### config.mk
export PLATFORM = sky130hd
export DESIGN_NAME = dcache_nb_ctrl
export DESIGN_NICKNAME = d
export VERILOG_FILES = /design/src/rtl/dcache_nb_ctrl.sv
export SDC_FILE = /design/constraint.sdc
export NUM_CORES = 1
export LEC_CHECK = 0
export ABC_AREA = 1
export CORE_AREA = 8 8 212 214
export CTS_CLUSTER_SIZE = 24
export DETAILED_ROUTE_END_ITERATION = 10
export DIE_AREA = 0 0 220 222
export GPL_TIMING_DRIVEN = 1
export PLACE_DENSITY = 0.76
export SLEW_MARGIN = 10
export SYNTH_ARGS = -nofsm -noshare
export SYNTH_HDL_FRONTEND = slang
export SYNTH_SLANG_ARGS = --single-unit
### constraint.sdc
create_clock -name clock -period 12.85 [get_ports clock]
set_input_delay 2.57 -clock clock [delete_from_list [all_inputs] [get_ports clock]]
set_output_delay 2.57 -clock clock [all_outputs]
set_load 0.005 [all_outputs]
### src/rtl/dcache_nb_ctrl.sv
// Non-blocking write-through data-cache controller with NUM_MSHR outstanding line fills.
// Fills take priority over processor requests; secondary load misses merge onto pending fills.
module dcache_nb_ctrl #(
  parameter int unsigned NUM_MSHR     = 4,
  parameter int unsigned MEM_TAG_BITS = 4,
  parameter int unsigned IDX_BITS     = 5,
  parameter int unsigned TAG_BITS     = 8
) (
  input  logic                            clock,
  input  logic                            reset,

  input  logic [1:0]                      proc2Dcache_command,
  input  logic [63:0]                     proc2Dcache_addr,
  input  logic [63:0]                     proc2Dcache_data,
  output logic [63:0]                     Dcache2proc_data,
  output logic                            Dcache2proc_valid,
  output logic [MEM_TAG_BITS-1:0]         Dcache2proc_tag,
  output logic                            Dcache2proc_st_received,
  output logic                            Dcache2proc_reject,

  input  logic [MEM_TAG_BITS-1:0]         Dmem2Dcache_response,
  input  logic [MEM_TAG_BITS-1:0]         Dmem2Dcache_tag,
  input  logic [63:0]                     Dmem2Dcache_data,
  output logic [1:0]                      Dcache2Dmem_command,
  output logic [63:0]                     Dcache2Dmem_addr,
  output logic [63:0]                     Dcache2Dmem_data,

  input  logic [63:0]                     cachemem_data,
  input  logic                            cachemem_valid,
  output logic [IDX_BITS-1:0]             rd_idx,
  output logic [TAG_BITS-1:0]             rd_tag,
  output logic [IDX_BITS-1:0]             wr_idx,
  output logic [TAG_BITS-1:0]             wr_tag,
  output logic [63:0]                     wr_data,
  output logic                            wr_en,
  output logic                            en,

  output logic [$clog2(NUM_MSHR+1)-1:0]   mshr_count
);

  localparam logic [1:0] BUS_NONE  = 2'd0;
  localparam logic [1:0] BUS_LOAD  = 2'd1;
  localparam logic [1:0] BUS_STORE = 2'd2;

  localparam int unsigned CntW = $clog2(NUM_MSHR + 1);
  localparam int unsigned IdxW = (NUM_MSHR > 1) ? $clog2(NUM_MSHR) : 1;

  // MSHR storage
  logic [NUM_MSHR-1:0]     valid_q, valid_d;
  logic [NUM_MSHR-1:0]     nofill_q, nofill_d;
  logic [60:0]             line_q [NUM_MSHR];
  logic [60:0]             line_d [NUM_MSHR];
  logic [MEM_TAG_BITS-1:0] mtag_q [NUM_MSHR];
  logic [MEM_TAG_BITS-1:0] mtag_d [NUM_MSHR];
  logic [CntW-1:0]         count_q, count_d;

  logic [60:0]   proc_line;
  logic [60:0]   fill_line;
  logic          fill_hit, line_hit, free_any;
  logic [IdxW-1:0] fill_idx, line_idx, free_idx;
  logic          alloc, release_entry;
  logic          unused_addr_lsb;

  assign proc_line       = proc2Dcache_addr[63:3];
  assign unused_addr_lsb = ^proc2Dcache_addr[2:0];
  assign fill_line       = line_q[fill_idx];
  assign mshr_count      = count_q;

  // Descending scan so the lowest matching index wins.
  always_comb begin
    fill_hit = 1'b0;
    fill_idx = '0;
    line_hit = 1'b0;
    line_idx = '0;
    free_any = 1'b0;
    free_idx = '0;
    for (int i = NUM_MSHR - 1; i >= 0; i--) begin
      if (valid_q[i] && (Dmem2Dcache_tag != '0) && (mtag_q[i] == Dmem2Dcache_tag)) begin
        fill_hit = 1'b1;
        fill_idx = IdxW'(i);
      end
      if (valid_q[i] && (line_q[i] == proc_line)) begin
        line_hit = 1'b1;
        line_idx = IdxW'(i);
      end
      if (!valid_q[i]) begin
        free_any = 1'b1;
        free_idx = IdxW'(i);
      end
    end
  end

  always_comb begin
    Dcache2proc_data        = '0;
    Dcache2proc_valid       = 1'b0;
    Dcache2proc_tag         = '0;
    Dcache2proc_st_received = 1'b0;
    Dcache2proc_reject      = 1'b0;
    Dcache2Dmem_command     = BUS_NONE;
    Dcache2Dmem_addr        = '0;
    Dcache2Dmem_data        = '0;
    rd_idx                  = '0;
    rd_tag                  = '0;
    wr_idx                  = '0;
    wr_tag                  = '0;
    wr_data                 = '0;
    wr_en                   = 1'b0;
    en                      = 1'b0;
    alloc                   = 1'b0;
    release_entry           = 1'b0;
    valid_d                 = valid_q;
    nofill_d                = nofill_q;
    line_d                  = line_q;
    mtag_d                  = mtag_q;

    if (!reset) begin
      if (fill_hit) begin
        Dcache2proc_data   = Dmem2Dcache_data;
        Dcache2proc_valid  = 1'b1;
        Dcache2proc_tag    = Dmem2Dcache_tag;
        Dcache2proc_reject = (proc2Dcache_command != BUS_NONE);
        wr_en              = !nofill_q[fill_idx];
        en                 = !nofill_q[fill_idx];
        wr_idx             = fill_line[IDX_BITS-1:0];
        wr_tag             = fill_line[IDX_BITS+TAG_BITS-1:IDX_BITS];
        wr_data            = Dmem2Dcache_data;
        release_entry      = 1'b1;
        valid_d[fill_idx]  = 1'b0;
        nofill_d[fill_idx] = 1'b0;
      end else if (proc2Dcache_command == BUS_LOAD) begin
        rd_idx = proc2Dcache_addr[IDX_BITS+2:3];
        rd_tag = proc2Dcache_addr[IDX_BITS+TAG_BITS+2:IDX_BITS+3];
        en     = 1'b1;
        if (cachemem_valid) begin
          Dcache2proc_data  = cachemem_data;
          Dcache2proc_valid = 1'b1;
        end else if (line_hit) begin
          Dcache2proc_tag = mtag_q[line_idx];
        end else if (free_any && (Dmem2Dcache_response != '0)) begin
          Dcache2Dmem_command = BUS_LOAD;
          Dcache2Dmem_addr    = {proc_line, 3'b000};
          Dcache2proc_tag     = Dmem2Dcache_response;
          alloc               = 1'b1;
          valid_d[free_idx]   = 1'b1;
          nofill_d[free_idx]  = 1'b0;
          line_d[free_idx]    = proc_line;
          mtag_d[free_idx]    = Dmem2Dcache_response;
        end else begin
          Dcache2proc_reject = 1'b1;
        end
      end else if (proc2Dcache_command == BUS_STORE) begin
        if (Dmem2Dcache_response == '0) begin
          Dcache2proc_reject = 1'b1;
        end else begin
          Dcache2Dmem_command     = BUS_STORE;
          Dcache2Dmem_addr        = {proc_line, 3'b000};
          Dcache2Dmem_data        = proc2Dcache_data;
          Dcache2proc_st_received = 1'b1;
          Dcache2proc_tag         = Dmem2Dcache_response;
          wr_en                   = 1'b1;
          en                      = 1'b1;
          wr_idx                  = proc2Dcache_addr[IDX_BITS+2:3];
          wr_tag                  = proc2Dcache_addr[IDX_BITS+TAG_BITS+2:IDX_BITS+3];
          wr_data                 = proc2Dcache_data;
          // The pending fill would overwrite the newer store data in the array.
          if (line_hit) nofill_d[line_idx] = 1'b1;
        end
      end
    end

    count_d = count_q + CntW'(alloc) - CntW'(release_entry);
  end

  always_ff @(posedge clock) begin
    if (reset) begin
      valid_q  <= '0;
      nofill_q <= '0;
      count_q  <= '0;
    end else begin
      valid_q  <= valid_d;
      nofill_q <= nofill_d;
      count_q  <= count_d;
      line_q   <= line_d;
      mtag_q   <= mtag_d;
    end
  end

endmodule

==> results of run 1 <==
[worst min-delay path: stages, from the launching register on]
cell     delay, ns
dfxtp_1       0.33
nand2_1       0.07
a21oi_1       0.06
[logic make-up after synthesis]
logic type / synth area share, %
compound gates: 7.52
simple gates: 37.8
buf+inv: 11.4
flops: 42.5
fa+ha+maj: 0.172
other cells: 0.0198
xor+xnor: 0.602
[per-stage QoR]
stage,util (%),area (µm²)
2_1_floorplan,-,18900
3_3_place_gp,60.0,24900
3_5_place_dp,60.0,24900
4_1_cts,62.1,25800
5_1_grt,62.1,25800
6_report,62.1,25800
[registers in the layout, indices dropped and copies added, names as in the netlist]
| signal | cells |
|---|---|
| mshr_count | 3 |
| line_q | 244 |
| nofill_q | 4 |
| mtag_q | 16 |
| valid_q | 4 |
[cell type report]
class / instances / area [µm²]
fill: 3710 / 15700
multi-input combinational: 1953 / 8760
sequential: 271 / 8030
timing repair buffer: 574 / 5710
inverter: 456 / 1710
clock buffer: 32 / 737
tap: 539 / 674
clock inverter: 19 / 134
antenna: 5 / 12.5
[how the worst min path moves through the flow]
stage | start | to | slack (ns) | cells after the start
finish | nofill_q[1] | nofill_q[1] | 0.50 | 2
global route | nofill_q[1] | nofill_q[1] | 0.51 | 2
CTS | nofill_q[3] | nofill_q[3] | 0.50 | 2
detailed placement | nofill_q[3] | nofill_q[3] | 0.49 | 2
global placement | nofill_q[0] | nofill_q[0] | 0.46 | 2
floorplan | nofill_q[0] | nofill_q[0] | 0.44 | 2
[power groups by stage]
stage	Combinational [W]	Sequential, W	Clock [W]
after floorplan	0.000146	0.000995	0
after global placement	0.000389	0.000995	0
after detailed placement	0.000393	0.000995	0
after CTS	0.000396	0.000976	0.000799
after global routing	0.000427	0.000977	0.000831
final	0.000408	0.000976	0.000802
[layer usage]
layer,vias to the layer above,GRT usage (%),share of wire [%]
met5,-,0,0.030
met4,4,22.8,6.6
met3,280,13.9,14
met2,1779,60.0,42
met1,10200,52.3,37
li1,9792,-,-
[cell usage in the layout (no fill, tap or decap), types with 18 or more instances in the layout]
cell	count
inv_1	436
edfxtp_1	260
a21oi_1	100
clkbuf_16	29
and3_1	62
nor2_2	53
nor2_1	394
nand2_1	953
o21ai_0	65
nand4_1	68
a211oi_1	34
inv_2	18
nor3_1	79
nand3_1	49
clkdlybuf4s50_1	558
==> results_dict.tcl, run 1 <==
set metrics [dict create \
    fin_tns_setup_ns 0 \
    power.switching_w 0.000600 \
    post-dp-hpwl_um 85900 \
    status "finished clean" \
    dieWidth_um 220 \
    synth-edff-count 260 \
    power_w 0.00219 \
    reg2reg_slack_ns 8.12 \
    crit_fanout 18 \
    crit_cells 11 \
    vias 22000 \
    cts_tree "yes" \
    grt_pass1_wl_um 145000 \
    p_per_area_nw_per_um2 84.9 \
    worstPathArrival_ns 7.45 \
    critPathBufInv 3 \
    cellLeakagePower_nw 11.9 \
    max_slew_margin_pct 19.8 \
    area_delta_synth_final_pct 36.3 \
    clkPwrFrac_pct 36.7 \
    wl_per_cell_um 27.4 \
    p_int_w 0.00159 \
    r2r_start "valid_q[3]" \
    cp_common_cell "nand2_1" \
    port_buffers 558 \
    pre_cts_ws_ns 3.21 \
    grt_max_degree 66 \
    synth_commonest_cells "953 x nand2_1, 436 x inv_1, 399 x nor2_1" \
    post-synth-top-count-cell "nand2_1" \
    nNetsFinal 3556 \
    ant_nets 0 \
    p_comb_share_pct 18.7 \
    netlist_instances 2759 \
    first_iter_violations 3095 \
    instances_no_fill 3849 \
    rows 75 \
    grt.total_usage_pct 41.0 \
    synth_async_sr_flop_share_pct 0 \
    crit_slowest_cell "nand2_1" \
    drt_drc_violations_left 0 \
    cp.required_ns 10.28 \
    timing.fmax_ghz 0.0998 \
    peakVddDrop_uv 133 \
    crit_chain "clkdlybuf4s50_1 > inv_2 > nor2_1 > nor4_4 > nand4_1 > nand2_1 > nand2_1 > o211ai_1 > nand2_1 > o21ai_0 > clkdlybuf4s50_1" \
    dp_cells 3793 \
    clkTransAtPathRegs_ns 0.06 \
    crit_family "simple AND/OR/NAND/NOR gates" \
    path_class "primary input to output pin" \
    drive_gt1_share_pct 4.72 \
    rsz0062_at_grt "no" \
    die_y_um 222 \
    root_buffer "clkbuf_16" \
    coreArea_um2 41500 \
    cts_setup_buffers 0 \
    hold_viol_final 0 \
    cap_violations 0 \
    cts-buffers-inserted 29 \
    synthFlopType "edfxtp_1" \
    hold_class "flop to flop" \
    finalMaxSlewViolations 0 \
    grt_overflow 0 \
    swShare_pct 27.4 \
    p_seq_share_pct 44.7 \
    routed_wl_um 105000 \
    gp_congestion 1.17 \
    finClkSkew_ns 0.0224 \
    die-area_um2 48800 \
    synthDominantCellAreaShare_pct 41.3 \
    antenna_found_initial 7 \
    synth-seq-cells 271 \
    htreeDepth 1 \
    whs_ns 0.504 \
    period_needed_ns 10.02 \
    grt_pass1_vias 20600 \
    ys_seq_area_share_pct 42.5 \
    r2r-end "line_q[174]" \
    syn_avg_cell_area_um2 6.85 \
    cts_resized 0 \
    cts.sinks 271 \
    startpoint "Dmem2Dcache_tag[1]" \
    critical_path.startpoint_type "primary input" \
    tightest_slew_ns 1.20 \
    ios 565 \
    setup_ws_ns 2.83 \
    clock_path_buffers 3 \
    end_kind "output pin" \
    insertion_delay_ns 0.57 \
    synth_area_um2 18900 \
    drt_first_pass_iters 6 \
    reg2reg_depth 10 \
    yosys_warnings 0 \
    synth_cell_types 50 \
    fin_crit_sh_pct 78.0 \
    holdBufCountCts 0 \
    yosysTopAreaCell "edfxtp_1" \
    start_util_pct 45.6 \
    crit_path_end "wr_en" \
    via_per_inst 5.72 \
    finalSetupViolations 0 \
    critical-path-max-stage-delay_ns 1.02 \
    synth_area_leaders "edfxtp_1 41%, nand2_1 19%, inv_1 8.7%" \
]
No activity file was read; power rests on OpenSTA's default activity.
==> run 2: changes to the inputs <==
Clock period 12.85 ns to 9.5 ns, I/O delays scaled along.
==> results_dict.tcl, run 2 (synthesis gave the netlist of run 1 again) <==
set metrics [dict create \
    status "finished clean" \
    rsz0062_at_grt "no" \
    end_kind "output pin" \
    tightest_slew_ns 1.30 \
    top_regs "line_q x244, mtag_q x16" \
    cts.sinks 271 \
    p_seq_share_pct 42.3 \
    cp.required_ns 7.60 \
    cts-buffers-inserted 34 \
    cellLeakagePower_nw 11.9 \
    layout_commonest_cell "nand2_1" \
    drive_gt1_share_pct 4.98 \
    root_buffer "clkbuf_16" \
    p_comb_share_pct 17.8 \
    hold_class "flop to flop" \
    gp_congestion 1.15 \
    die-area_um2 48800 \
    nNetsFinal 3562 \
    path_class "primary input to output pin" \
    die_y_um 222 \
    clock_path_buffers 3 \
    hold_viol_final 0 \
    finClkSkew_ns 0.0316 \
    power_w 0.00312 \
    multiInputGateArea_um2 8760 \
    drt_drc_violations_left 0 \
    first_iter_violations 3215 \
    insertion_delay_ns 0.54 \
    critical_path.startpoint_type "primary input" \
    placed_cell_area_um2 24900 \
    cts_resized 0 \
    cts_tree "yes" \
    routed_wl_um 106000 \
    cts_setup_buffers 0 \
    nFillCells 3649 \
    clkPwrFrac_pct 39.9 \
    drt_first_pass_iters 6 \
    largest_reg_flops 244 \
    via_per_inst 5.68 \
    cap_violations 0 \
    ios 565 \
    peakVddDrop_uv 147 \
    wl_per_cell_um 27.4 \
    rows 75 \
    power.switching_w 0.000854 \
    dieWidth_um 220 \
    finalSetupViolations 0 \
    antenna_found_initial 11 \
    final_cell_mix "953 x nand2_1, 558 x clkdlybuf4s50_1, 436 x inv_1" \
    p_per_area_nw_per_um2 120 \
    seqCellArea_um2 8030 \
    largest-register "line_q" \
    swShare_pct 27.3 \
    final_cell_area_um2 25900 \
    port_buffers 558 \
    clkTransAtPathRegs_ns 0.06 \
    htreeDepth 2 \
    grt_pass1_vias 20800 \
    fin_crit_sh_pct 87.8 \
    start_util_pct 45.6 \
    coreArea_um2 41500 \
    area_delta_synth_final_pct 37.3 \
    grt_pass1_wl_um 146000 \
    post-dp-hpwl_um 85700 \
    grt_overflow 0 \
    vias 21900 \
    fin_tns_setup_ns 0 \
    grt_max_degree 79 \
    period_needed_ns 8.34 \
    crit_fanout 61 \
    finalMaxSlewViolations 0 \
    p_int_w 0.00227 \
    ant_nets 0 \
    worstPathArrival_ns 6.44 \
    grt.total_usage_pct 41.3 \
    timing.fmax_ghz 0.120 \
    holdBufCountCts 0 \
    max_slew_margin_pct 12.6 \
]
## run 2: cell count changes in the layout (fill, tap and decap cells not counted), sizes merged
cell | previous run | this run
diode | 5 | 6
clkinv | 18 | 7
clkbuf | 32 | 48
inv | 455 | 457
buf | 16 | 17
clkinvlp | 0 | 1
## run 2: cell type report
class / instances / share of cell area (%)
clock inverters: 11 / 0.492
flip-flops and latches: 271 / 30.9
repair buffers: 575 / 22.0
multi-input cells: 1953 / 33.8
clock buffers: 48 / 3.52
diodes: 6 / 0.0579
well taps: 539 / 2.60
inverters: 456 / 6.60
## run 2: final timing paths
path                                     startpoint                   end  slack [ns]  depth (start not counted)
worst max register to register           mtag_q[12]             mtag_q[0]        4.94                         11
worst min-delay path                    nofill_q[0]           nofill_q[0]        0.48                          2
worst min register to register          nofill_q[0]           nofill_q[0]        0.48                          2
worst max-delay path            proc2Dcache_addr[8]  Dcache2Dmem_addr[12]        1.16                         16
## run 2: power groups by stage
stage | registers (W) | clock network, W | logic, W
2_1_floorplan | 0.00135 | 0 | 0.000197
3_3_place_gp | 0.00135 | 0 | 0.000530
3_5_place_dp | 0.00135 | 0 | 0.000536
4_1_cts | 0.00132 | 0.00124 | 0.000539
5_1_grt | 0.00132 | 0.00129 | 0.000582
6_report | 0.00132 | 0.00125 | 0.000557
## run 2: metal layers
layer	wire, µm	global-route usage, %
met5	9	0
met4	7150	23.8
met3	15000	13.2
met2	44600	60.7
met1	38900	52.5
## run 2: worst max-delay path: stages
cell and delay (ns):
clkdlybuf4s50_1 0.78, inv_1 0.24, nand2_1 0.14, nand2_1 0.06, nor2_1 0.33, nand2_1 0.13, nor2_1 0.14, nand2_1 0.07
nor2_1 0.19, nand2_1 0.32, nand2_1 0.23, nor2_4 0.08, nand2_2 0.12, nand2_2 0.72, and3_1 0.45, clkdlybuf4s50_1 0.48
## run 2: metrics by stage
stage	hold WS [ns]	std cells	setup slack [ns]	util (%)
finish	0.480	3859	1.16	62.5
global route	0.513	3857	1.11	62.5
CTS	0.475	3853	1.43	62.5
detailed placement	0.459	3794	1.44	60.0
global placement	0.453	3794	1.52	60.0
floorplan	0.439	2761	1.30	-
